[config.mk]
export PLATFORM = sky130hd
export DESIGN_NAME = load_store_unit
export DESIGN_NICKNAME = d
export VERILOG_FILES = /design/src/rtl/load_store_unit.sv
export SDC_FILE = /design/constraint.sdc
export NUM_CORES = 1
export LEC_CHECK = 0
export ABC_AREA = 1
export CAP_MARGIN = 25
export CORE_AREA = 2 2 155 157
export CTS_CLUSTER_SIZE = 16
export DETAILED_ROUTE_END_ITERATION = 10
export DIE_AREA = 0 0 157 159
export GPL_TIMING_DRIVEN = 0
export PLACE_DENSITY_LB_ADDON = 0.12
export SETUP_SLACK_MARGIN = 0.15
export SYNTH_ARGS = -nofsm -noshare
export SYNTH_HDL_FRONTEND = slang
export SYNTH_SLANG_ARGS = --single-unit
[constraint.sdc]
create_clock -name clk -period 2.6 [get_ports clk]
set_clock_uncertainty 0.1 [all_clocks]
set_input_delay 0.78 -clock clk [delete_from_list [all_inputs] [get_ports clk]]
set_output_delay 0.78 -clock clk [all_outputs]
set_load 0.01 [all_outputs]
[src/rtl/load_store_unit.sv]
// Load/store unit: computes the effective address, runs one bus transaction per
// operation, aligns load data into the register file and reports faults.
module load_store_unit #(
  parameter int unsigned TIMEOUT_CYCLES = 255
) (
  input  logic        clk,
  input  logic        rst_n,
  input  logic        op_valid,
  output logic        op_ready,
  input  logic        op_is_store,
  input  logic [1:0]  op_size,
  input  logic        op_unsigned,
  input  logic [4:0]  op_rd,
  input  logic [31:0] op_base,
  input  logic [31:0] op_imm,
  input  logic [31:0] op_wdata,
  output logic        busy,
  output logic        mem_req,
  output logic        mem_we,
  output logic [31:0] mem_addr,
  output logic [3:0]  mem_be,
  output logic [31:0] mem_wdata,
  input  logic        mem_gnt,
  input  logic        mem_rvalid,
  input  logic [31:0] mem_rdata,
  input  logic        mem_err,
  output logic        wb_we,
  output logic [4:0]  wb_addr,
  output logic [31:0] wb_data,
  output logic        op_done,
  output logic        fault_valid,
  output logic [1:0]  fault_code,
  output logic [31:0] fault_addr
);

  typedef enum logic [2:0] {S_IDLE, S_REQ, S_RESP, S_WB, S_FAULT} state_t;

  state_t      state, state_nxt;
  logic [31:0] ea_q, wdata_q, ld_q, cnt_q, fault_addr_q;
  logic [1:0]  size_q, fault_code_q;
  logic        uns_q, store_q;
  logic [4:0]  rd_q;
  logic [3:0]  be_q;

  logic [31:0] ea_nxt, wdata_nxt, rd_shift, ld_ext;
  logic [3:0]  be_nxt;
  logic        accept, misaligned, timeout, fault_set;
  logic [1:0]  fault_code_set;

  assign accept  = op_valid && (state == S_IDLE);
  assign ea_nxt  = op_base + op_imm;
  assign timeout = (cnt_q == TIMEOUT_CYCLES - 1);

  always_comb begin
    misaligned = 1'b0;
    be_nxt     = 4'b1111;
    wdata_nxt  = op_wdata;
    unique case (op_size)
      2'b00: begin
        if (op_is_store) be_nxt = 4'b0001 << ea_nxt[1:0];
        wdata_nxt = {4{op_wdata[7:0]}};
      end
      2'b01: begin
        misaligned = ea_nxt[0];
        if (op_is_store) be_nxt = 4'b0011 << ea_nxt[1:0];
        wdata_nxt = {2{op_wdata[15:0]}};
      end
      default: misaligned = |ea_nxt[1:0];
    endcase
  end

  // Lane extraction: shift the addressed byte/half down to bit 0, then extend.
  assign rd_shift = mem_rdata >> {ea_q[1:0], 3'b000};
  always_comb begin
    unique case (size_q)
      2'b00:   ld_ext = uns_q ? {24'h0, rd_shift[7:0]} : {{24{rd_shift[7]}}, rd_shift[7:0]};
      2'b01:   ld_ext = uns_q ? {16'h0, rd_shift[15:0]} : {{16{rd_shift[15]}}, rd_shift[15:0]};
      default: ld_ext = mem_rdata;
    endcase
  end

  always_ff @(posedge clk or negedge rst_n) begin
    if (!rst_n) state <= S_IDLE;
    else        state <= state_nxt;
  end

  // A response arriving on the final counted cycle completes the op rather than timing out.
  always_comb begin
    state_nxt      = state;
    fault_set      = 1'b0;
    fault_code_set = 2'b00;
    unique case (state)
      S_IDLE: if (accept) begin
        if (misaligned) begin
          state_nxt      = S_FAULT;
          fault_set      = 1'b1;
          fault_code_set = 2'b01;
        end else begin
          state_nxt = S_REQ;
        end
      end
      S_REQ: begin
        if (timeout) begin
          state_nxt      = S_FAULT;
          fault_set      = 1'b1;
          fault_code_set = 2'b11;
        end else if (mem_gnt) begin
          state_nxt = S_RESP;
        end
      end
      S_RESP: begin
        if (mem_rvalid && !mem_err) begin
          state_nxt = S_WB;
        end else if (mem_rvalid) begin
          state_nxt      = S_FAULT;
          fault_set      = 1'b1;
          fault_code_set = 2'b10;
        end else if (timeout) begin
          state_nxt      = S_FAULT;
          fault_set      = 1'b1;
          fault_code_set = 2'b11;
        end
      end
      default: state_nxt = S_IDLE;
    endcase
  end

  always_comb begin
    op_ready    = (state == S_IDLE);
    busy        = (state != S_IDLE);
    mem_req     = (state == S_REQ);
    mem_we      = (state == S_REQ) && store_q;
    mem_be      = (state == S_REQ) ? be_q : '0;
    mem_addr    = {ea_q[31:2], 2'b00};
    mem_wdata   = wdata_q;
    wb_we       = (state == S_WB) && !store_q && (rd_q != '0);
    wb_addr     = rd_q;
    wb_data     = ld_q;
    op_done     = (state == S_WB) || (state == S_FAULT);
    fault_valid = (state == S_FAULT);
    fault_code  = fault_code_q;
    fault_addr  = fault_addr_q;
  end

  always_ff @(posedge clk or negedge rst_n) begin
    if (!rst_n) begin
      ea_q         <= '0;
      wdata_q      <= '0;
      be_q         <= '0;
      size_q       <= '0;
      uns_q        <= 1'b0;
      store_q      <= 1'b0;
      rd_q         <= '0;
      cnt_q        <= '0;
      ld_q         <= '0;
      fault_code_q <= '0;
      fault_addr_q <= '0;
    end else begin
      if (accept) begin
        ea_q    <= ea_nxt;
        wdata_q <= wdata_nxt;
        be_q    <= be_nxt;
        size_q  <= op_size;
        uns_q   <= op_unsigned;
        store_q <= op_is_store;
        rd_q    <= op_rd;
        cnt_q   <= '0;
      end else if (state == S_REQ || state == S_RESP) begin
        cnt_q <= cnt_q + 32'd1;
      end
      if (state == S_RESP && mem_rvalid && !mem_err && !store_q) ld_q <= ld_ext;
      if (fault_set) begin
        fault_code_q <= fault_code_set;
        fault_addr_q <= (state == S_IDLE) ? ea_nxt : ea_q;
      end
    end
  end

endmodule

Word level (Yosys, flattened, before mapping)
Cells that the tools add are included.
{"block": "totals", "ff_bits": 178, "inputBits": 143, "out_inout_bits": 146, "word_cells": 79}
{"block": "op_classes", "n_addsub": 2, "n_eq_ne": 10, "n_shift": 3, "n_mux": 32, "reduce_logical": 20}
{"op": "two-way mux 32 bit", "n": 5}
{"op": "case mux 32 bit (2 select lines)", "n": 2}
{"op": "adder 32 x 1 -> 32 bit (second input constant)", "n": 1}
{"op": "adder 32 bit", "n": 1}
{"op": "equality test 32 x 8 -> 1 bit (second input constant)", "n": 1}
{"op": ">> shifter 32 x 5 -> 16 bit", "n": 1}
{"op": "two-way mux 3 bit", "n": 7}
{"op": "two-way mux 4 bit", "n": 3}
{"op": "case mux 3 bit (3 select lines)", "n": 1}
{"op": "logical AND 1 bit", "n": 8}
{"op": "case mux 4 bit (2 select lines)", "n": 1}
{"op": "two-way mux 1 bit", "n": 7}
{"op": "equality test 3 x 2 -> 1 bit (second input constant)", "n": 2}
{"op": "two-way mux 2 bit", "n": 3}
{"op": "case mux 2 bit (3 select lines)", "n": 1}
{"op": "nonzero test 5 bit", "n": 1}
{"op": "equality test 2 x 1 -> 1 bit (second input constant)", "n": 2}
{"op": "logical NOT 2 bit", "n": 2}
{"op": "inequality test 4 bit (second input constant)", "n": 1}
{"op": "<< shifter 1 x 2 -> 4 bit (first input constant)", "n": 1}
{"op": "<< shifter 2 x 2 -> 4 bit (first input constant)", "n": 1}
{"op": "equality test 3 x 1 -> 1 bit (second input constant)", "n": 1}
{"op": "equality test 3 bit (second input constant)", "n": 1}
{"op": "logical NOT 3 bit", "n": 1}
{"op": "10 further kinds", "n": 12}

Depth between registers and ports, before layout
{"block": "logic_depth", "depth_word": 6, "ltp_mapped": 14, "depth_no_buf": 14}

Worst setup path after synthesis
No wires, ideal clock.
{"block": "synth_timing", "kind": "input to register", "from": "in op_base[0]", "to": "reg fault_addr_q[17] (netlist: fault_addr[17])", "setup_time_ns": 0.117, "t_arrival_ns": 2.588, "t_required_ns": 2.383, "slack_ns": -0.206, "stages": 11, "path_buffers": 1, "path_cell_list": "ha_1 fa_1 inv_1 ha_1 o22ai_1 nand2_1 nand3_1 nand2_4 buf_2 nand2_1 nand2_1"}
{"block": "synth_via", "elab_chain_len": 6, "elab_cells_between_ends": 7, "cone_classes": "add/sub: 1; mux: 5; reduce/logical: 1"}
{"item": "start, declared", "line_no": "14", "source": "input logic [31:0] op_base,"}
{"item": "adder 32 bit", "line_no": "51", "source": "assign ea_nxt = op_base + op_imm;"}
{"item": "named net ea_nxt[1]", "line_no": "45", "source": "logic [31:0] ea_nxt, wdata_nxt, rd_shift, ld_ext;"}
{"item": "OR reduction 2 bit", "line_no": "68", "source": "default: misaligned = |ea_nxt[1:0];"}
{"item": "case mux 1 bit (2 select lines)", "line_no": "58", "source": "unique case (op_size)"}
{"item": "two-way mux 1 bit", "line_no": "94", "source": "if (misaligned) begin"}
{"item": "two-way mux 1 bit", "line_no": "93", "source": "S_IDLE: if (accept) begin"}
{"item": "case mux 1 bit (3 select lines)", "line_no": "92", "source": "unique case (state)"}
{"item": "end signal, assigned", "line_no": "174", "source": "fault_addr_q <= (state == S_IDLE) ? ea_nxt : ea_q;"}
{"item": "end, declared", "line_no": "39", "source": "logic [31:0] ea_q, wdata_q, ld_q, cnt_q, fault_addr_q;"}
The timed path passes the listed nets, and every way through them passes these cells.
A chain may end at the register's enable or synchronous reset.

Final worst setup path
{"block": "layout_timing", "from": "in op_base[0]", "to": "reg fault_addr_q[30] (netlist: fault_addr[30])"}
The elaborated chain is that of the path after synthesis.

==> qor.txt <==
status = complete, but fails checks
failing checks = setup timing
CTS buffer count = 17
IO Port Bufs = 285
fin cells = 2425
crit path max fanout = 5
total negative slack = -1.13 ns
Critical-path top delay cell = fa_2
Power per Cell Area = 1000 nW/um^2
Initial DRC Count = 987
Vias = 12819
row count = 56
WHS = 0.169 ns
worst slew pin tran = 0.721 ns
clock buffer depth = 2
Static Leak = 8.38 nW
root buf cell = clkbuf_16
CTS tree = done
reg2reg end = fault_addr[30]
Detailed Routing Iterations Pass 1 = 6
post-synthesis area per instance = 6.68 um^2
Core Util, Final = 72.4%
Initial Util = 50.6%
# setup viols final = 22
global route total overflow = 0
FMAX = 370 MHz
vias in the first global route = 12157
post-route ant nets = 0
Pins Over Slew Limit = 0
Tcrit/Tclk final = 104%
largest net degree at the start of global routing = 113
die area = 25000 um^2
dpl ws = -1.02 ns
Max-slew headroom = 51.8%
post-synth top area share = 38.0%
Crit path required time = 2.88 ns
Syn. warnings = 0
first-pass GRT wire length = 63.4 mm
Synth Flop Type = dfrtp_1
Layout area overhead = 43.1%
H-tree level count = 4
clock tree sinks = 178
Final Hold Viols = 0
Syn Std Cell Area = 11700 um^2
WP data arrival = 2.98 ns
RR Startpoint = cnt_q[0]
Yosys reg bits = 178
final setup margin = -0.101 ns
antenna violations before repair = 0
DRC viols = 0
ys async rst share = 100%
placed insts = 2362
Via density = 5.29
reg2reg setup slack = 0.29 ns
# diodes = 0
Critical Path Start Type = input port
core area = 23200 um^2
Crit path largest cell delay = 0.63 ns
CP endpoint kind = flip-flop
GP Congestion = 0.927
Synth area leaders = dfrtp_1 38%, nand2_1 21%, inv_1 7.1%
MaxCap Viol Count = 0
post-synth top area cell = dfrtp_1
Post-Route WL = 41.2 mm
Clk pin slew, worst setup/hold paths = 0.07 ns
Post-Syn Instances = 1756
Post-DP HPWL = 31.0 mm
fraction of layout cells with a size suffix above 1 = 14.3%
Hold Path Class = input port to async pin
# nets final = 2275
Synth cell types = 47
Peak VDD IR = 0.000611 V
clock latency on the worst-skew pair = 0.44 ns
critical-path cell list = buf_6, ha_4, fa_2, inv_4, ha_4, o22ai_4, nand2_2, nand3_4, nand2_8, buf_12, buf_12, buf_16, nor2_4, nand2_1, nand2_1
I/O pin cnt = 289
critical path class = input port to flip-flop
post-route minimum period = 2.70 ns
Die Wd = 157 um
count leader, synth = nand2_1
FF-to-FF path depth = 15
wire per inst = 17.0 um
RSZ-0062 raised after global routing = true
Die Height = 159 um
top cells by count, synth = 653 x nand2_1, 222 x inv_1, 178 x dfrtp_1
GRT Overall Usage = 32.4%
Post-synth EDFFs = 0
register area share after synthesis = 38.0%
[through the flow]
| step | power, mW | instance area, um^2 |
|---|---|---|
| detailed placement | 12.8 | 15100 |
| CTS | 16.3 | 16200 |
| finish | 16.8 | 16800 |
| global placement | 12.6 | 15000 |
| floorplan | 8.88 | 11800 |
| global route | 17.9 | 16800 |
[layout by cell type (no fill, tap or decap), types with 16 or more instances in the layout]
cell type	instances
nand2_1	596
clkdlybuf4s50_1	264
inv_1	216
dfrtp_1	177
nor2_1	117
o21ai_0	108
nand3_1	78
a21oi_1	72
nand2_2	54
buf_4	51
nand4_1	26
clkbuf_1	24
buf_2	23
ha_4	21
o22ai_1	20
clkbuf_16	17
nor3_1	16
[logic make-up (layout without fill, tap and decap cells)]
logic type               Yosys count  count (layout)  synth area share, %
buffers and inverters            319             668                 11.7
AND/OR/NAND/NOR                  959             959                 33.7
AO/OA/AOI/OAI                    251             251                 11.8
other                              1               2               0.0320
adder cells (fa/ha/maj)           38              38                 4.12
flip-flops                       178             178                 38.0
XOR/XNOR                          10              10                0.747
[repair_timing]
action | in CTS | in global routing
hold buffers | 0 | 0
cloned | 5 | 0
buffers inserted | 20 | 7
pin swaps | 28 | 30
hold endpoints to repair | 0 | 0
gates resized for setup | 131 | 133
setup endpoints to repair | 61 | 83
[flip-flops by register name, summed over array words and instances, names as in the netlist]
name	count
mem_wdata	32
size_q	2
cnt_q	32
be_q	4
store_q	1
ea_q	32
fault_addr	32
uns_q	1
state	3
wb_data	32
wb_addr	5
fault_code	2
[how the worst max path moves through the flow]
stage,start,end,slack (ns),cells after the start
finish,op_base[0],fault_addr[30],-0.10,15
floorplan,op_base[0],fault_addr[30],-0.02,12
detailed placement,op_base[0],fault_addr[0],-1.02,13
global route,op_base[0],fault_addr[30],-0.13,15
CTS,state[1],op_ready,-0.05,6
global placement,rst_n,ea_q[26],-6.80,1
[area by class of cell]
type	instances	area, um^2
well taps	319	399
plain buffers	90	579
clock buffers	19	453
inverters	229	880
fillers	1913	6410
repair buffers	318	3280
multi-input cells	1260	6640
clock inverters	12	98.8
flip-flops and latches	178	4460
[power by group]
part | switching [mW] | total (mW) | internal (mW)
combinational | 5.14 | 9.70 | 4.56
clock | 1.20 | 2.49 | 1.29
sequential | 0.749 | 4.64 | 3.89
[layer usage]
layer | GRT usage (%) | wire length, um | vias up
li1 | - | - | 6211
met5 | 0 | 0 | -
met1 | 39.8 | 16600 | 5961
met2 | 56.3 | 20200 | 540
met4 | 13.8 | 1710 | 0
met3 | 4.87 | 2710 | 107
[critical path: cells and delay by family]
kind | cells | cell delay, ns
adders and majority gates | 3 | 0.97
buffers and inverters | 5 | 0.55
and+or+nand+nor | 6 | 0.50
AOI/OAI and AO/OA | 1 | 0.17
(Power assumes the default switching activity.)
==> variant: new RTL, same flow settings <==
Register the output `fault_addr`, cleared by the reset; this adds one clock of latency there. The other outputs are not delayed to match.
--- a/src/rtl/load_store_unit.sv
+++ b/src/rtl/load_store_unit.sv
@@ -35,4 +35,6 @@
 
   typedef enum logic [2:0] {S_IDLE, S_REQ, S_RESP, S_WB, S_FAULT} state_t;
+
+  logic [31:0] fault_addr_d;
 
   state_t      state, state_nxt;
@@ -140,5 +142,5 @@
     fault_valid = (state == S_FAULT);
     fault_code  = fault_code_q;
-    fault_addr  = fault_addr_q;
+    fault_addr_d = fault_addr_q;
   end
 
@@ -177,4 +179,12 @@
   end
 
+  always_ff @(posedge clk or negedge rst_n) begin
+    if (!rst_n) begin
+      fault_addr <= '0;
+    end else begin
+      fault_addr <= fault_addr_d;
+    end
+  end
+
 endmodule
 
Function: changed (a bounded check fails within 4 cycles, from zero or initial values and one cycle with rst_n low).
==> variant against the original RTL <==
Global-route usage grew 0.83 points. Die area is the same. Routed wire length is 5.6% higher. Design area increased by 6.1%. Worst hold slack got worse by 0.024 ns. Clock power grew 55%. Area after synthesis rose by 7.2%. Power rose by 8.3%. Sequential cell count rose by 32. First-iteration DRC count increased by 26%. Setup slack improved by 0.24 ns. Critical path type unchanged. Largest cell class unchanged.
==> variant: results (changes against the original RTL) <==
* Iter 0 DRT Violations: 1245 (was 987)
* Aggregate routed wire length: 43500 µm (was 41200 µm)
- Synthesized area per cell: 7.09 µm² (was 6.68 µm²)
* Total track usage: 33.2% (was 32.4%)
- Count of non-filler cells in the finished layout: 2466 (was 2425)
- Instance area at placement: 15900 µm² (was 15100 µm²)
- HPWL after DPL: 31500 µm (was 31000 µm)
- Result of the run: completed (was finished with violations)
- The final-layout fill cell count was 1712 (was 1913).
* Maximum fanout count along the critical path: 4 (was 5)
- The number of nets at the end of the flow is 2309 (was 2275).
* Maximum number of pins on one net before global-route repair: 125 (was 113)
* Wire length of the first global-routing pass: 65500 µm (was 63400 µm)
- Peak supply drop: 795 µV (was 611 µV)
* Maximum root-to-sink buffer count: 3 (was 2)
- Top area cells in the synthesized netlist: dfrtp_1, nand2_1, inv_1, o21ai_0, nand3_1 (was dfrtp_1, nand2_1, inv_1, o21ai_0, nor2_1)
- Routed via count divided by cell count: 5.43 (was 5.29)
* Worst slack after detailed placement: -0.874 ns (was -1.02 ns)
- Total iterations of the first detailed-routing run: 7 (was 6)
- Number of global-route vias before repair: 12600 (was 12200)
- The leakage power total is 9.08 nW (was 8.38 nW).
* Transition time at the pin with the least slew margin: 0.799 ns (was 0.721 ns)
- The depth of the CTS H-tree came to 1 (was 4).
- The count of cell types in the netlist was 45 (was 47).
- The final weighted congestion in routability-driven placement was 0.960 (was 0.927).
==> variant: changes by cell type in the layout (fill, tap and decap cells not counted), moves of 8 or more <==
cell and delta:
nor3_1 +12, dfrtp_1 +31, clkbuf_16 +10, nand2_2 -23, clkdlybuf4s50_1 -11, a22oi_1 -8
buf_4 +20, o22ai_1 +8, dlymetal6s2s_1 +9
==> variant: final timing paths <==
| path | start | endpoint | slack [ns] | cells after the start |
|---|---|---|---|---|
| worst max-delay path | op_base[11] | fault_addr_d[22] | 0.14 | 13 |
| worst min-delay path | rst_n | fault_addr[4] | 0.14 | 1 |
| worst max register to register | state[2] | wb_data[26] | 0.40 | 10 |
| worst min register to register | fault_addr_d[27] | fault_addr[27] | 0.27 | 0 |
| max in group asynchronous | rst_n | state[0] | 1.19 | 2 |
| min in group clk | fault_addr_d[27] | fault_addr[27] | 0.27 | 0 |
==> variant: worst reg2reg max path: cells and delay by family (launching register included) <==
family	cells	cell delay, ns
and+or+nand+nor	3	0.66
AOI/OAI and AO/OA	2	0.26
DFF	1	0.41
buffers and inverters	5	0.66
==> variant: layer usage <==
metal	routed length, µm	global-route usage [%]	share of wire (%)	vias up
met1	17700	44.5	41	6259
met4	1820	12.7	4.2	0
met5	0	0	0	-
met2	20100	53.8	46	688
met3	3890	5.93	8.9	123
li1	-	-	-	6331
==> variant: logic make-up after synthesis <==
logic type / count (synthesis) / synth area share, %
other cells: 1 / 0.0298
compound gates: 254 / 11.1
simple gates: 934 / 31.1
flops: 210 / 41.8
fa+ha+maj: 38 / 3.84
buf+inv: 320 / 10.9
xor+xnor: 17 / 1.18
==> variant: repair_timing <==
action                     in CTS  in global routing
resized for setup              81                137
setup buffers                  17                 21
cloned                          2                  2
pin swaps                      10                 22
hold buffers                    0                  0
setup endpoints to repair      56                 87
==> variant: layout make-up <==
| type | instances | area (µm²) | share of cell area [%] |
|---|---|---|---|
| buffer | 85 | 542 | 3.04 |
| inverter | 234 | 901 | 5.06 |
| tap | 319 | 399 | 2.24 |
| multi-input combinational | 1245 | 6530 | 36.7 |
| sequential | 210 | 5260 | 29.5 |
| timing repair buffer | 328 | 3270 | 18.4 |
| clock inverter | 16 | 244 | 1.37 |
| clock buffer | 28 | 657 | 3.69 |
| antenna | 1 | 2.50 | 0.0141 |
==> variant: power by group through the flow <==
| stage | clock, mW | sequential (mW) | combinational, mW |
|---|---|---|---|
| 2_1_floorplan | 0 | 5.67 | 3.91 |
| 3_3_place_gp | 0 | 5.48 | 7.87 |
| 3_5_place_dp | 0 | 5.52 | 8.00 |
| 4_1_cts | 3.86 | 5.50 | 8.33 |
| 5_1_grt | 4.01 | 5.66 | 9.58 |
| 6_report | 3.86 | 5.52 | 8.85 |
